`src/rtl/sfc_rd_pkg.sv`:
```
// Shared definitions for the SFC tile reader: FSM state encoding and default
// response-buffer depth.
package sfc_rd_pkg;

  typedef enum logic [1:0] {
    IDLE  = 2'd0,
    ISSUE = 2'd1,
    DRAIN = 2'd2,
    DONE  = 2'd3
  } rd_state_t;

  localparam int DEPTH_DEFAULT = 4;

  // True while a tile is in flight and DRAM responses are expected.
  function automatic logic is_active(input rd_state_t s);
    return (s == ISSUE) || (s == DRAIN);
  endfunction

endpackage

```
`src/rtl/sfc_rd_fifo.sv`:
```
// Synchronous response FIFO for the SFC tile reader. DEPTH must be a power of
// two so the pointers wrap naturally. When empty, head_data keeps showing the
// last word that was popped.
module sfc_rd_fifo
  import sfc_rd_pkg::*;
#(
  parameter int DEPTH     = DEPTH_DEFAULT,
  parameter int MEM_WIDTH = 63
) (
  input  logic                     clk,
  input  logic                     rst,
  input  logic                     push,
  input  logic [MEM_WIDTH:0]       push_data,
  input  logic                     pop,
  output logic [MEM_WIDTH:0]       head_data,
  output logic [$clog2(DEPTH):0]   count,
  output logic                     empty,
  output logic                     full
);

  localparam int AW = $clog2(DEPTH);
  localparam logic [AW:0] DEPTH_C = (AW + 1)'(DEPTH);

  logic [MEM_WIDTH:0] mem_r [DEPTH];
  logic [MEM_WIDTH:0] last_r;
  logic [AW-1:0]      wr_ptr_r;
  logic [AW-1:0]      rd_ptr_r;
  logic [AW:0]        count_r;
  logic               do_push_s;
  logic               do_pop_s;

  assign empty     = (count_r == {(AW + 1){1'b0}});
  assign full      = (count_r == DEPTH_C);
  assign count     = count_r;
  assign do_push_s = push & ~full;
  assign do_pop_s  = pop & ~empty;

  // Present the head entry, or the last popped word while the FIFO is empty.
  always_comb begin
    head_data = last_r;
    if (empty) begin
      head_data = last_r;
    end else begin
      head_data = mem_r[rd_ptr_r];
    end
  end

  // Storage, pointers, occupancy and last-popped-word register.
  always_ff @(posedge clk or negedge rst) begin
    if (!rst) begin
      for (int i = 0; i < DEPTH; i++) begin
        mem_r[i] <= {(MEM_WIDTH + 1){1'b0}};
      end
      last_r   <= {(MEM_WIDTH + 1){1'b0}};
      wr_ptr_r <= {AW{1'b0}};
      rd_ptr_r <= {AW{1'b0}};
      count_r  <= {(AW + 1){1'b0}};
    end else begin
      if (do_push_s) begin
        mem_r[wr_ptr_r] <= push_data;
        wr_ptr_r        <= wr_ptr_r + 1'b1;
      end
      if (do_pop_s) begin
        last_r   <= mem_r[rd_ptr_r];
        rd_ptr_r <= rd_ptr_r + 1'b1;
      end
      case ({do_push_s, do_pop_s})
        2'b10:   count_r <= count_r + 1'b1;
        2'b01:   count_r <= count_r - 1'b1;
        default: count_r <= count_r;
      endcase
    end
  end

endmodule

```
`src/rtl/sfc_tile_reader.sv`:
```
// SFC tile reader: turns one tile's SFC-ordered address stream into DRAM read
// requests, buffers the in-order responses and streams them to the PE array.
// Requests are credit limited so the response FIFO can never overflow.
// Optional build macro: SFC_RD_ERR_CHK_EN (sticky spurious-response flag).
module sfc_tile_reader
  import sfc_rd_pkg::*;
#(
  parameter int DATA_WIDTH = 15,
  parameter int ADDR_WIDTH = 31,
  parameter int MEM_WIDTH  = 63,
  parameter int DEPTH      = DEPTH_DEFAULT
) (
  input  logic                  clk,
  input  logic                  rst,
  input  logic                  start,
  input  logic [DATA_WIDTH:0]   tile_len,
  input  logic [ADDR_WIDTH:0]   addr_in,
  input  logic                  addr_valid,
  output logic                  addr_ready,
  output logic                  rd_req_valid,
  input  logic                  rd_req_ready,
  output logic [ADDR_WIDTH:0]   rd_req_addr,
  input  logic                  rd_rsp_valid,
  input  logic [MEM_WIDTH:0]    rd_rsp_data,
  output logic                  out_valid,
  output logic [MEM_WIDTH:0]    out_data,
  input  logic                  out_ready,
  output logic                  busy,
  output logic                  tile_done,
  output logic                  err
);

  localparam int CW = $clog2(DEPTH) + 1;
  localparam logic [CW-1:0]       DEPTH_C  = CW'(DEPTH);
  localparam logic [CW-1:0]       CNT_ZERO = {CW{1'b0}};
  localparam logic [DATA_WIDTH:0] LEN_ZERO = {(DATA_WIDTH + 1){1'b0}};
  localparam logic [DATA_WIDTH:0] LEN_ONE  = {{DATA_WIDTH{1'b0}}, 1'b1};

  rd_state_t           state_r;
  logic [DATA_WIDTH:0] len_r;
  logic [DATA_WIDTH:0] issued_r;
  logic [DATA_WIDTH:0] delivered_r;
  logic [CW-1:0]       outstanding_r;
  logic                busy_r;
  logic                tile_done_r;

  logic [CW-1:0]       fifo_count_s;
  logic [CW-1:0]       credits_s;
  logic                has_credit_s;
  logic                req_fire_s;
  logic                push_s;
  logic                pop_s;
  logic                fifo_empty_s;
  logic                fifo_full_s;
  logic                last_issue_s;
  logic                last_deliver_s;

  // Credit accounting and request/response/pop handshakes.
  always_comb begin
    credits_s      = DEPTH_C - outstanding_r - fifo_count_s;
    has_credit_s   = (credits_s != CNT_ZERO);
    rd_req_valid   = 1'b0;
    addr_ready     = 1'b0;
    req_fire_s     = 1'b0;
    if (state_r == ISSUE) begin
      rd_req_valid = addr_valid & has_credit_s;
      addr_ready   = rd_req_ready & has_credit_s;
      req_fire_s   = addr_valid & rd_req_ready & has_credit_s;
    end else begin
      rd_req_valid = 1'b0;
      addr_ready   = 1'b0;
      req_fire_s   = 1'b0;
    end
    // A response with nothing outstanding is spurious and is dropped.
    push_s         = rd_rsp_valid & is_active(state_r) &
                     (outstanding_r != CNT_ZERO) & ~fifo_full_s;
    pop_s          = out_ready & ~fifo_empty_s;
    last_issue_s   = (issued_r == (len_r - LEN_ONE));
    last_deliver_s = (delivered_r == (len_r - LEN_ONE));
  end

  assign rd_req_addr = addr_in;
  assign out_valid   = ~fifo_empty_s;
  assign busy        = busy_r;
  assign tile_done   = tile_done_r;

  // Tile FSM with tile counters, outstanding tracking and registered status.
  always_ff @(posedge clk or negedge rst) begin
    if (!rst) begin
      state_r       <= IDLE;
      len_r         <= LEN_ZERO;
      issued_r      <= LEN_ZERO;
      delivered_r   <= LEN_ZERO;
      outstanding_r <= CNT_ZERO;
      busy_r        <= 1'b0;
      tile_done_r   <= 1'b0;
    end else begin
      outstanding_r <= outstanding_r + {{(CW - 1){1'b0}}, req_fire_s}
                                     - {{(CW - 1){1'b0}}, push_s};
      case (state_r)
        IDLE: begin
          if (start) begin
            len_r       <= tile_len;
            issued_r    <= LEN_ZERO;
            delivered_r <= LEN_ZERO;
            busy_r      <= 1'b1;
            if (tile_len == LEN_ZERO) begin
              state_r     <= DONE;
              tile_done_r <= 1'b1;
            end else begin
              state_r     <= ISSUE;
              tile_done_r <= 1'b0;
            end
          end else begin
            busy_r      <= 1'b0;
            tile_done_r <= 1'b0;
          end
        end
        ISSUE: begin
          busy_r <= 1'b1;
          if (req_fire_s) begin
            issued_r <= issued_r + LEN_ONE;
          end
          if (pop_s) begin
            delivered_r <= delivered_r + LEN_ONE;
          end
          if (pop_s && last_deliver_s) begin
            state_r     <= DONE;
            tile_done_r <= 1'b1;
          end else if (req_fire_s && last_issue_s) begin
            state_r     <= DRAIN;
            tile_done_r <= 1'b0;
          end else begin
            tile_done_r <= 1'b0;
          end
        end
        DRAIN: begin
          busy_r <= 1'b1;
          if (pop_s) begin
            delivered_r <= delivered_r + LEN_ONE;
          end
          if (pop_s && last_deliver_s) begin
            state_r     <= DONE;
            tile_done_r <= 1'b1;
          end else begin
            tile_done_r <= 1'b0;
          end
        end
        DONE: begin
          state_r     <= IDLE;
          busy_r      <= 1'b0;
          tile_done_r <= 1'b0;
        end
        default: begin
          state_r     <= IDLE;
          busy_r      <= 1'b0;
          tile_done_r <= 1'b0;
        end
      endcase
    end
  end

  sfc_rd_fifo #(
    .DEPTH     (DEPTH),
    .MEM_WIDTH (MEM_WIDTH)
  ) u_fifo (
    .clk       (clk),
    .rst       (rst),
    .push      (push_s),
    .push_data (rd_rsp_data),
    .pop       (pop_s),
    .head_data (out_data),
    .count     (fifo_count_s),
    .empty     (fifo_empty_s),
    .full      (fifo_full_s)
  );

`ifdef SFC_RD_ERR_CHK_EN
  logic err_r;
  logic spurious_s;

  // Detect responses with nothing outstanding or arriving outside a tile.
  always_comb begin
    spurious_s = 1'b0;
    if (rd_rsp_valid && ((outstanding_r == CNT_ZERO) ||
                         (state_r == IDLE) || (state_r == DONE))) begin
      spurious_s = 1'b1;
    end else begin
      spurious_s = 1'b0;
    end
  end

  // Sticky error flag, cleared only by reset.
  always_ff @(posedge clk or negedge rst) begin
    if (!rst) begin
      err_r <= 1'b0;
    end else if (spurious_s) begin
      err_r <= 1'b1;
    end else begin
      err_r <= err_r;
    end
  end

  assign err = err_r;
`else
  assign err = 1'b0;
`endif

endmodule

```
`config.mk`:
```
export PLATFORM = sky130hd
export DESIGN_NAME = sfc_tile_reader
export DESIGN_NICKNAME = d
export VERILOG_FILES = /design/src/rtl/sfc_rd_pkg.sv /design/src/rtl/sfc_rd_fifo.sv /design/src/rtl/sfc_tile_reader.sv
export SDC_FILE = /design/constraint.sdc
export NUM_CORES = 1
export LEC_CHECK = 0
export ABC_AREA = 1
export BUFFER_PORTS_ARGS = -buffer_cell sky130_fd_sc_hd__buf_4
export CAP_MARGIN = 20
export CORE_ASPECT_RATIO = 1.5
export CORE_MARGIN = 4
export CORE_UTILIZATION = 63
export DETAILED_ROUTE_END_ITERATION = 10
export HOLD_SLACK_MARGIN = 0.15
export PLACE_DENSITY = 0.85
export SLEW_MARGIN = 5
export SYNTH_ARGS = -nofsm -noshare
export SYNTH_HDL_FRONTEND = slang
export SYNTH_SLANG_ARGS = --single-unit
export TNS_END_PERCENT = 5
```
`constraint.sdc`:
```
create_clock -name clk -period 5 [get_ports clk]
set_clock_uncertainty 0.05 [all_clocks]
set_input_delay 1 -clock clk [delete_from_list [all_inputs] [get_ports clk]]
set_output_delay 1 -clock clk [all_outputs]
set_load 0.02 [all_outputs]
```
=== Yosys cells after proc, flatten, opt, wreduce, memory -nomap -nowiden ===
Cells that the tools add are included.

* Bits in registers: 382
* Bits of input ports: 119
* Output and inout bits: 102

* Add/subtract/negate cells: 11
* Magnitude comparators: 3
* Equality and inequality tests: 13
* Mux-type cells: 28
* Bitwise gates (word level): 14
* Reduce and logical (&&, ||, !) cells: 17

{| class="wikitable"
|+ Operators with widths
! cell !! count
|-
| 256-bit bitwise mux || 1
|-
| 64-bit two-way mux || 4
|-
| 64-bit binary-select mux with 2-bit select || 1
|-
| 64-bit demux with 2-bit select || 1
|-
| 16-bit case mux with 2 select lines || 2
|-
| 16-bit two-way mux || 3
|-
| 16-bit by 1-bit adder with 16-bit output (second input constant) || 2
|-
| 16-bit == test || 2
|-
| 16-bit logical NOT || 1
|-
| 16-bit by 1-bit subtractor with 16-bit output (second input constant) || 1
|-
| 1-bit AND || 10
|-
| 2-bit two-way mux || 5
|-
| 3-bit AND reduction || 3
|-
| 2-bit case mux with 4 select lines || 1
|-
| 1-bit two-way mux || 7
|-
| 2-bit == test (second input constant) || 3
|-
| 3-bit greater-or-equal comparator (second input constant) || 2
|-
| 2-bit inverter with 3-bit output || 2
|-
| 1-bit case mux with 3 select lines || 2
|-
| 3-bit case mux with 2 select lines || 1
|-
| 2-bit nonzero test || 3
|-
| 3-bit nonzero test || 2
|-
| 2-bit by 1-bit adder with 2-bit output (second input constant) || 2
|-
| 2-bit by 1-bit == test with 1-bit output (second input constant) || 2
|-
| other kinds (18) || 23
|}

=== Logic depth before layout (Yosys ltp) ===
Gate-level depths: netlist of the first run.

* Depth in word-level cells: 9
* Depth in mapped cells: 20
* Mapped depth without buffers: 20

=== Modules after synthesis ===
A second synthesis of the first run with hierarchy kept.

* Cells, all modules: 2688
* Area total of the unflattened synthesis: 20459.6 µm²

{| class="wikitable"
|+ Modules (own cells, without submodules)
! module !! times used !! cells an instance !! area each (µm²) !! sequential area each (µm²)
|-
| sfc_rd_fifo || 1 || 2086 || 16256.8 || 8182.8
|-
| sfc_tile_reader || 1 || 602 || 4202.8 || 1376.3
|}

=== Worst setup path before layout of the first run ===
OpenSTA, ideal clock, no wires.

* Kind: register to output
* Start point: register u_fifo.rd_ptr_r[0]
* End point: output out_data[54]
* Data arrival time: 1.845 ns
* Setup slack: 2.105 ns
* Cell stages (with the launch flop): 8
* Buffers on the path: 3
* Cells stage by stage: dfrtp_1 > buf_2 > buf_1 > clkbuf_1 > a21oi_1 > o21ai_0 > nand2_1 > o21ai_0

* Cells in the longest elaborated chain, start to end: 5

{| class="wikitable"
|+ Ends and longest elaborated chain
! element !! line !! RTL
|-
| start: declaration || sfc_rd_fifo.sv:27 || <nowiki>logic [AW-1:0] rd_ptr_r;</nowiki>
|-
| start signal: assignment || sfc_rd_fifo.sv:56 || <nowiki>rd_ptr_r <= {AW{1'b0}};</nowiki>
|-
| start signal: assignment || sfc_rd_fifo.sv:65 || <nowiki>rd_ptr_r <= rd_ptr_r + 1'b1;</nowiki>
|-
| 2-bit inverter with 3-bit output (implied by the code) || sfc_rd_fifo.sv:44 || <nowiki>head_data = mem_r[rd_ptr_r];</nowiki>
|-
| 64-bit binary-select mux with 2-bit select || sfc_rd_fifo.sv:44 ||
|-
| 64-bit two-way mux (implied by the code) (2 in series) || sfc_rd_fifo.sv:44 ||
|-
| 64-bit two-way mux || sfc_rd_fifo.sv:41 || <nowiki>if (empty) begin</nowiki>
|-
| end: declaration || sfc_tile_reader.sv:26 || <nowiki>output logic [MEM_WIDTH:0] out_data,</nowiki>
|}

No other way between the ends. The select of a mux whose other input is x is not followed.

=== Worst setup path after layout of the first run ===
* Start point: register u_fifo.rd_ptr_r[0]
* End point: output out_data[33]

Same word-level chain as after synthesis.

==> results.ini, run 1 <==
[yosys]
synth_edf_count = 0
syn_area_per_cell_um2 = 8.73
synth_area_leader_cell = dfrtp_1
synthArstFlopShare = 1.00
synthCells = 2142
yosysWarnings = 0
synth_seq_cells = 382
yosysSeqAreaShare = 0.511
synthFlopType = dfrtp_1
netlist.area_leader.share = 0.511
synthTopCellsByArea = dfrtp_1, o21ai_0, nand2_1, mux2_2, inv_1
synth.distinct_cells = 40
netlist_area_um2 = 18700
synth_nets = 2280

[routing]
vias = 15319
drc_errors = 0
drt_iter0_drc = 1105
drtAntennaViolNets = 0
via_per_inst = 5.82
post_drt_wl_per_cell_um = 17.6
drtPass1Iterations = 5
drt-total-wl_um = 46300

[clock_tree]
cts_sinks = 382
cts_tree = built
numCtsBuffers = 37
hold_buffers = 0
cts_setup_buffers = 0
htree_levels = 2
cts_resized = 0
cts-root-buf = clkbuf_16
cts.clk_slew.worst_paths_ns = 0.06
clk_latency_ns = 0.54
clockBufferDepth = 3

[final_layout]
final_util = 0.720
multi_input_area_um2 = 7550
area_growth_pct = 13.1
drive_above_1_share = 0.178
fin_area_um2 = 21200
seq_area_um2 = 9560
fill_cells = 2078
nets = 2344

[setup_path]
crit_arrival_ns = 2.83
end_kind = output port
cp_max_fo = 77
crit_required_ns = 3.95
critPathKind = flop to output port
start_kind = flop

[global_routing]
grt_usage = 0.285
gr-total-overflow = 0
grt_pass1_wl_um = 75400
antenna_found_initial = 4
grt_max_degree = 129
first_global_vias = 15564

[floorplan]
die_area_um2 = 32600
pin_count = 221
die_w_um = 149
fp.coreArea_um2 = 29400
initial_core_util = 0.636
rows = 77
die_h_um = 219

[run]
maxCapViolations = 0

[status]
outcome = finished clean

[timing]
finalSetupTns_ns = 0
max_freq_mhz = 258
hold_viol = 0
final-max-slew-violation-count = 0
relSlewSlack = 0.336
grt_setup_unrepaired = false
period_needed_ns = 3.88
worst_slew_pin_slew_ns = 0.996
setup-violations-final = 0
fin_crit_sh = 0.776

[pwr]
ir_drop_mv = 0.373
p_total_mw = 15.4
powerDensity_nw_per_um2 = 729
p_leak_nw = 9.80

[placement]
placed_area_um2 = 19800
dp_hpwl_um = 30200
port-buffer-count = 155
globalplace.congestion = 0.967

[worst_hold_path]
min_path_type = flop to flop

-- critical path, stage by stage, from the launching register on --
cell	delay [ns]
dfrtp_4	0.80
buf_12	0.32
buf_12	0.31
a21oi_1	0.14
o21ai_0	0.18
nand2_1	0.18
o21ai_0	0.19
buf_4	0.17
-- synthesized netlist by cell type (all sizes together), types with 5 or more instances --
cell and count:
nand2 476, mux2 128, nor3 12, o21ai 430, buf 72, ha 17, nand3 64, a31oi 5
a21oi 149, nor2 63, nand4 9, clkbuf 76, nor4 7, inv 220, xor2 15, dfrtp 382
-- worst paths after layout --
check	start	to	slack, ns	cells past startpoint
setup reg to reg	state_r[0]	u_fifo.mem_r[152]	1.79	8
hold / removal	u_fifo.last_r[49]	u_fifo.last_r[49]	0.44	2
max in group asynchronous	rst	u_fifo.mem_r[127]	3.22	2
hold reg to reg	u_fifo.last_r[49]	u_fifo.last_r[49]	0.44	2
setup / recovery	u_fifo.rd_ptr_r[0]	out_data[33]	1.12	7
min in group asynchronous	rst	u_fifo.last_r[13]	0.50	1
-- report_power, final --
| part | internal, mW | switching [mW] |
|---|---|---|
| clock | 1.81 | 1.20 |
| sequential | 4.55 | 0.805 |
| combinational | 2.65 | 4.39 |
-- layout by cell type, fill, tap and decap left out, types with 2 or more instances in the layout --
cell / netlist / layout
a211oi_1: 2 / 2
a21oi_1: 148 / 148
a31oi_1: 5 / 5
buf_12: 0 / 7
buf_4: 33 / 165
bufinv_16: 0 / 5
clkbuf_1: 76 / 7
clkbuf_16: 0 / 39
clkbuf_8: 0 / 8
clkinv_2: 0 / 7
dfrtp_1: 382 / 380
diode_2: 0 / 2
fa_1: 2 / 2
ha_1: 17 / 17
inv_1: 218 / 216
inv_6: 0 / 2
mux2_2: 128 / 128
nand2_1: 467 / 467
nand2_2: 5 / 5
nand2_4: 4 / 4
nand3_1: 62 / 62
nand3_2: 2 / 2
nand3b_1: 3 / 3
nand4_1: 9 / 9
nor2_1: 54 / 52
nor2_2: 4 / 2
nor2_4: 5 / 9
nor3_1: 9 / 9
nor3_4: 3 / 3
nor4_1: 7 / 7
o21ai_0: 427 / 427
o21ai_2: 2 / 2
xnor2_1: 4 / 4
xor2_1: 15 / 15
-- layout make-up --
class / count / area share
timing repair buffer: 173 / 0.0659
inverter: 220 / 0.0393
sequential: 382 / 0.452
tap: 395 / 0.0234
multi-input combinational: 1392 / 0.357
clock inverter: 13 / 0.00946
clock buffer: 54 / 0.0526
antenna: 2 / 0.000237
-- cells by family after synthesis --
group | after synthesis | share of synthesized area
multiplexers | 128 | 0.0771
flip-flops | 382 | 0.511
AO/OA/AOI/OAI | 589 | 0.160
buffers and inverters | 368 | 0.0862
adder cells (fa/ha/maj) | 19 | 0.0135
AND/OR/NAND/NOR | 636 | 0.143
XOR/XNOR | 19 | 0.00890
other | 1 | 0.000201
-- routing by layer --
metal | vias up | routed length [µm] | global-route usage
met2 | 560 | 24100 | 0.506
met1 | 7465 | 16800 | 0.323
met5 | - | 27 | 0
met3 | 166 | 2930 | 0.0529
li1 | 7124 | - | -
met4 | 4 | 2530 | 0.154
-- flip-flops by register name (all words and copies together), names as in the netlist, 3 cells and up --
| signal | count |
|---|---|
| u_fifo.count | 3 |
| issued_r | 16 |
| u_fifo.last_r | 64 |
| u_fifo.mem_r | 256 |
| len_r | 16 |
| delivered_r | 16 |
| outstanding_r | 3 |
-- per-stage QoR --
| step | hold slack (ns) | cells | setup slack, ns |
|---|---|---|---|
| 3_5_place_dp | 0.423 | 2561 | 1.63 |
| 2_1_floorplan | 0.396 | 2142 | 2.11 |
| 3_3_place_gp | 0.416 | 2561 | 1.67 |
| 5_1_grt | 0.452 | 2631 | 0.907 |
| 6_report | 0.439 | 2631 | 1.12 |
| 4_1_cts | 0.439 | 2628 | 1.06 |
No activity file was read; power rests on OpenSTA's default activity.
==> inputs of run 2 (changes only) <==
--- a/config.mk
+++ b/config.mk
@@ -5,15 +5,15 @@
 export SDC_FILE = /design/constraint.sdc
 export NUM_CORES = 1
 export LEC_CHECK = 0
-export ABC_AREA = 1
+export ABC_AREA = 0
 export BUFFER_PORTS_ARGS = -buffer_cell sky130_fd_sc_hd__buf_4
 export CAP_MARGIN = 20
 export CORE_ASPECT_RATIO = 1.5
 export CORE_MARGIN = 4
-export CORE_UTILIZATION = 63
+export CORE_UTILIZATION = 59
 export DETAILED_ROUTE_END_ITERATION = 10
 export HOLD_SLACK_MARGIN = 0.15
-export PLACE_DENSITY = 0.85
+export PLACE_DENSITY = 0.81
 export SLEW_MARGIN = 5
 export SYNTH_ARGS = -nofsm -noshare
 export SYNTH_HDL_FRONTEND = slang
==> constraint.sdc (replaced) <==
create_clock -name clk -period 4 [get_ports clk]
set_clock_uncertainty 0.05 [all_clocks]
set_input_delay 0.8 -clock clk [delete_from_list [all_inputs] [get_ports clk]]
set_output_delay 0.8 -clock clk [all_outputs]
set_load 0.02 [all_outputs]
==> run 2 against run 1 <==
Register-to-register slack worse by 1.0 ns. Die area rose by 5.2%. Final cell count is 25% lower. Wire length decreased by 11%. First-iteration DRC count is 63% lower. Non-clock buffer count grew 8. Synthesized cell count fell by 33%. Clock power increased by 22%. Clock-buffer cell count fell by 4. Area after synthesis shrank 1.2%. Hold slack got worse by 0.24 ns. Critical path type unchanged.
==> results.ini, run 2 <==
[global_routing]
first_global_vias = 12620
grt_usage = 0.241
grt_max_degree = 83
grt_pass1_wl_um = 66700
gr-total-overflow = 0
antenna_found_initial = 1

[floorplan]
rows = 79
pin_count = 221
initial_core_util = 0.597
die_w_um = 152
die_h_um = 225
fp.coreArea_um2 = 30900
die_area_um2 = 34300

[status]
outcome = finished clean

[setup_path]
end_kind = output port
start_kind = flop
cp_max_fo = 22
timing.rr.start = u_fifo.count[0]
critPathKind = flop to output port
r2r_slack_ns = 0.76
crit_required_ns = 3.15
r2r-end = issued_r[15]
crit_arrival_ns = 2.70
r2r_cells = 11

[timing]
max_freq_mhz = 282
setup-violations-final = 0
period_needed_ns = 3.55
layout_setup_ws_ns = 0.451
hold_viol = 0
relSlewSlack = 0.382
worst_slew_pin_slew_ns = 0.923
whs_ns = 0.199
grt_setup_unrepaired = false
final-max-slew-violation-count = 0
finalSetupTns_ns = 0
fin_crit_sh = 0.887

[clock_tree]
htree_levels = 2
hold_buffers = 0
clockBufferDepth = 3
cts-root-buf = clkbuf_16
cts_tree = built
numCtsBuffers = 38
cts.clk_slew.worst_paths_ns = 0.06
clk_latency_ns = 0.53
cts_sinks = 382
cts_resized = 0
cts_setup_buffers = 0

[final_layout]
largest_reg_flops = 256
nets = 1680
area_growth_pct = 14.5
drive_above_1_share = 0.426
fin_area_um2 = 21200
final_common_cell = dfrtp_1
regMostFlops = u_fifo.mem_r
top_regs = u_fifo.mem_r x256, u_fifo.last_r x64
final_cell_mix = dfrtp_1, mux2_2, nand2_1, buf_4, mux4_2

[pwr]
p_total_mw = 19.5
internal_power_mw = 12.5
ir_drop_mv = 0.746
powerDensity_nw_per_um2 = 920
p_seq_frac = 0.352
p_leak_nw = 9.65
pwr-share-comb = 0.459
switching_share = 0.355
p_switching_mw = 6.91
clkPwrFrac = 0.189

[placement]
globalplace.congestion = 0.956
place_ws_ns = 0.808
placed_area_um2 = 19900
dp_hpwl_um = 26800
port-buffer-count = 155

[routing]
vias = 11713
routed.top_layer = met4
wl_met2_um = 21800
drtAntennaViolNets = 0
post_drt_wl_per_cell_um = 20.9
wl_met3_um = 2040
drc_errors = 0
drt_iter0_drc = 411
drt-met1-wl_um = 15900
via_per_inst = 5.94
drtPass1Iterations = 5
drt-total-wl_um = 41300

[yosys]
yosysSeqAreaShare = 0.517
synth_area_leader_cell = dfrtp_1
synth_nets = 1570
synthCells = 1432
yosys.cell_count.top_type = dfrtp_1
netlist_area_um2 = 18500
synthTopCellsByArea = dfrtp_1, mux2_2, mux4_2, nand2_1, xnor2_1
synth.distinct_cells = 68
yosysWarnings = 0
synth_edf_count = 0
syn_area_per_cell_um2 = 12.9
netlist.area_leader.share = 0.517
synth_seq_cells = 382
synthArstFlopShare = 1.00
synthFlopType = dfrtp_1
synthTopCellsByCount = dfrtp_1, mux2_2, nand2_1

[run]
maxCapViolations = 0

[worst_hold_path]
min_path_type = primary input to async pin

## run 2: layer usage
| metal | vias up | GRT usage |
|---|---|---|
| met5 | - | 0 |
| met1 | 6074 | 0.282 |
| met2 | 308 | 0.439 |
| met3 | 93 | 0.0483 |
| met4 | 0 | 0.0894 |
| li1 | 5238 | - |
## run 2: cells by family after synthesis
kind of cell | after synthesis | share of synthesized area
muxes | 405 | 0.286
DFF | 382 | 0.517
buffers and inverters | 132 | 0.0347
other | 1 | 0.000203
xor gates and xnor gates | 75 | 0.0363
and+or+nand+nor | 371 | 0.0940
adders and majority gates | 19 | 0.0137
AOI/OAI and AO/OA | 47 | 0.0180
## run 2: critical path, stage by stage (launching register included)
cell and delay, ns:
dfrtp_4 0.73, buf_4 0.39, mux4_2 0.56, mux2_2 0.31, buf_4 0.17
## run 2: how the worst max path moves through the flow
stage                               to               start  slack [ns]  cells past startpoint
after floorplan           out_data[25]  u_fifo.rd_ptr_r[0]        0.92                      4
after global placement      state_r[1]            len_r[0]        0.86                     10
after detailed placement    state_r[1]            len_r[0]        0.81                     10
after CTS                 out_data[14]  u_fifo.rd_ptr_r[0]        0.39                      4
after global routing      out_data[14]  u_fifo.rd_ptr_r[0]        0.31                      4
final                     out_data[14]  u_fifo.rd_ptr_r[0]        0.45                      4
## run 2: cell type report
class                   count  area, µm²
fillers                  2174       9780
inverters                  21       78.8
clock inverters            15        220
clock buffers              50       1060
repair buffers            181       1430
flip-flops and latches    382       9560
well taps                 405        507
diodes                      1       2.50
multi-input cells         918       8300
## run 2: power groups by stage
stage / combinational (mW) / sequential (mW) / clock [mW]
finish: 8.93 / 6.85 / 3.68
global route: 9.65 / 7.05 / 3.90
detailed placement: 8.95 / 6.88 / 0
floorplan: 6.74 / 6.30 / 0
global placement: 8.72 / 6.73 / 0
CTS: 9.03 / 6.83 / 3.75
## run 2: per-stage QoR
stage / util / cells
finish: 0.684 / 1973
global route: 0.684 / 1973
CTS: 0.684 / 1972
detailed placement: 0.642 / 1907
global placement: 0.642 / 1907
floorplan: - / 1432
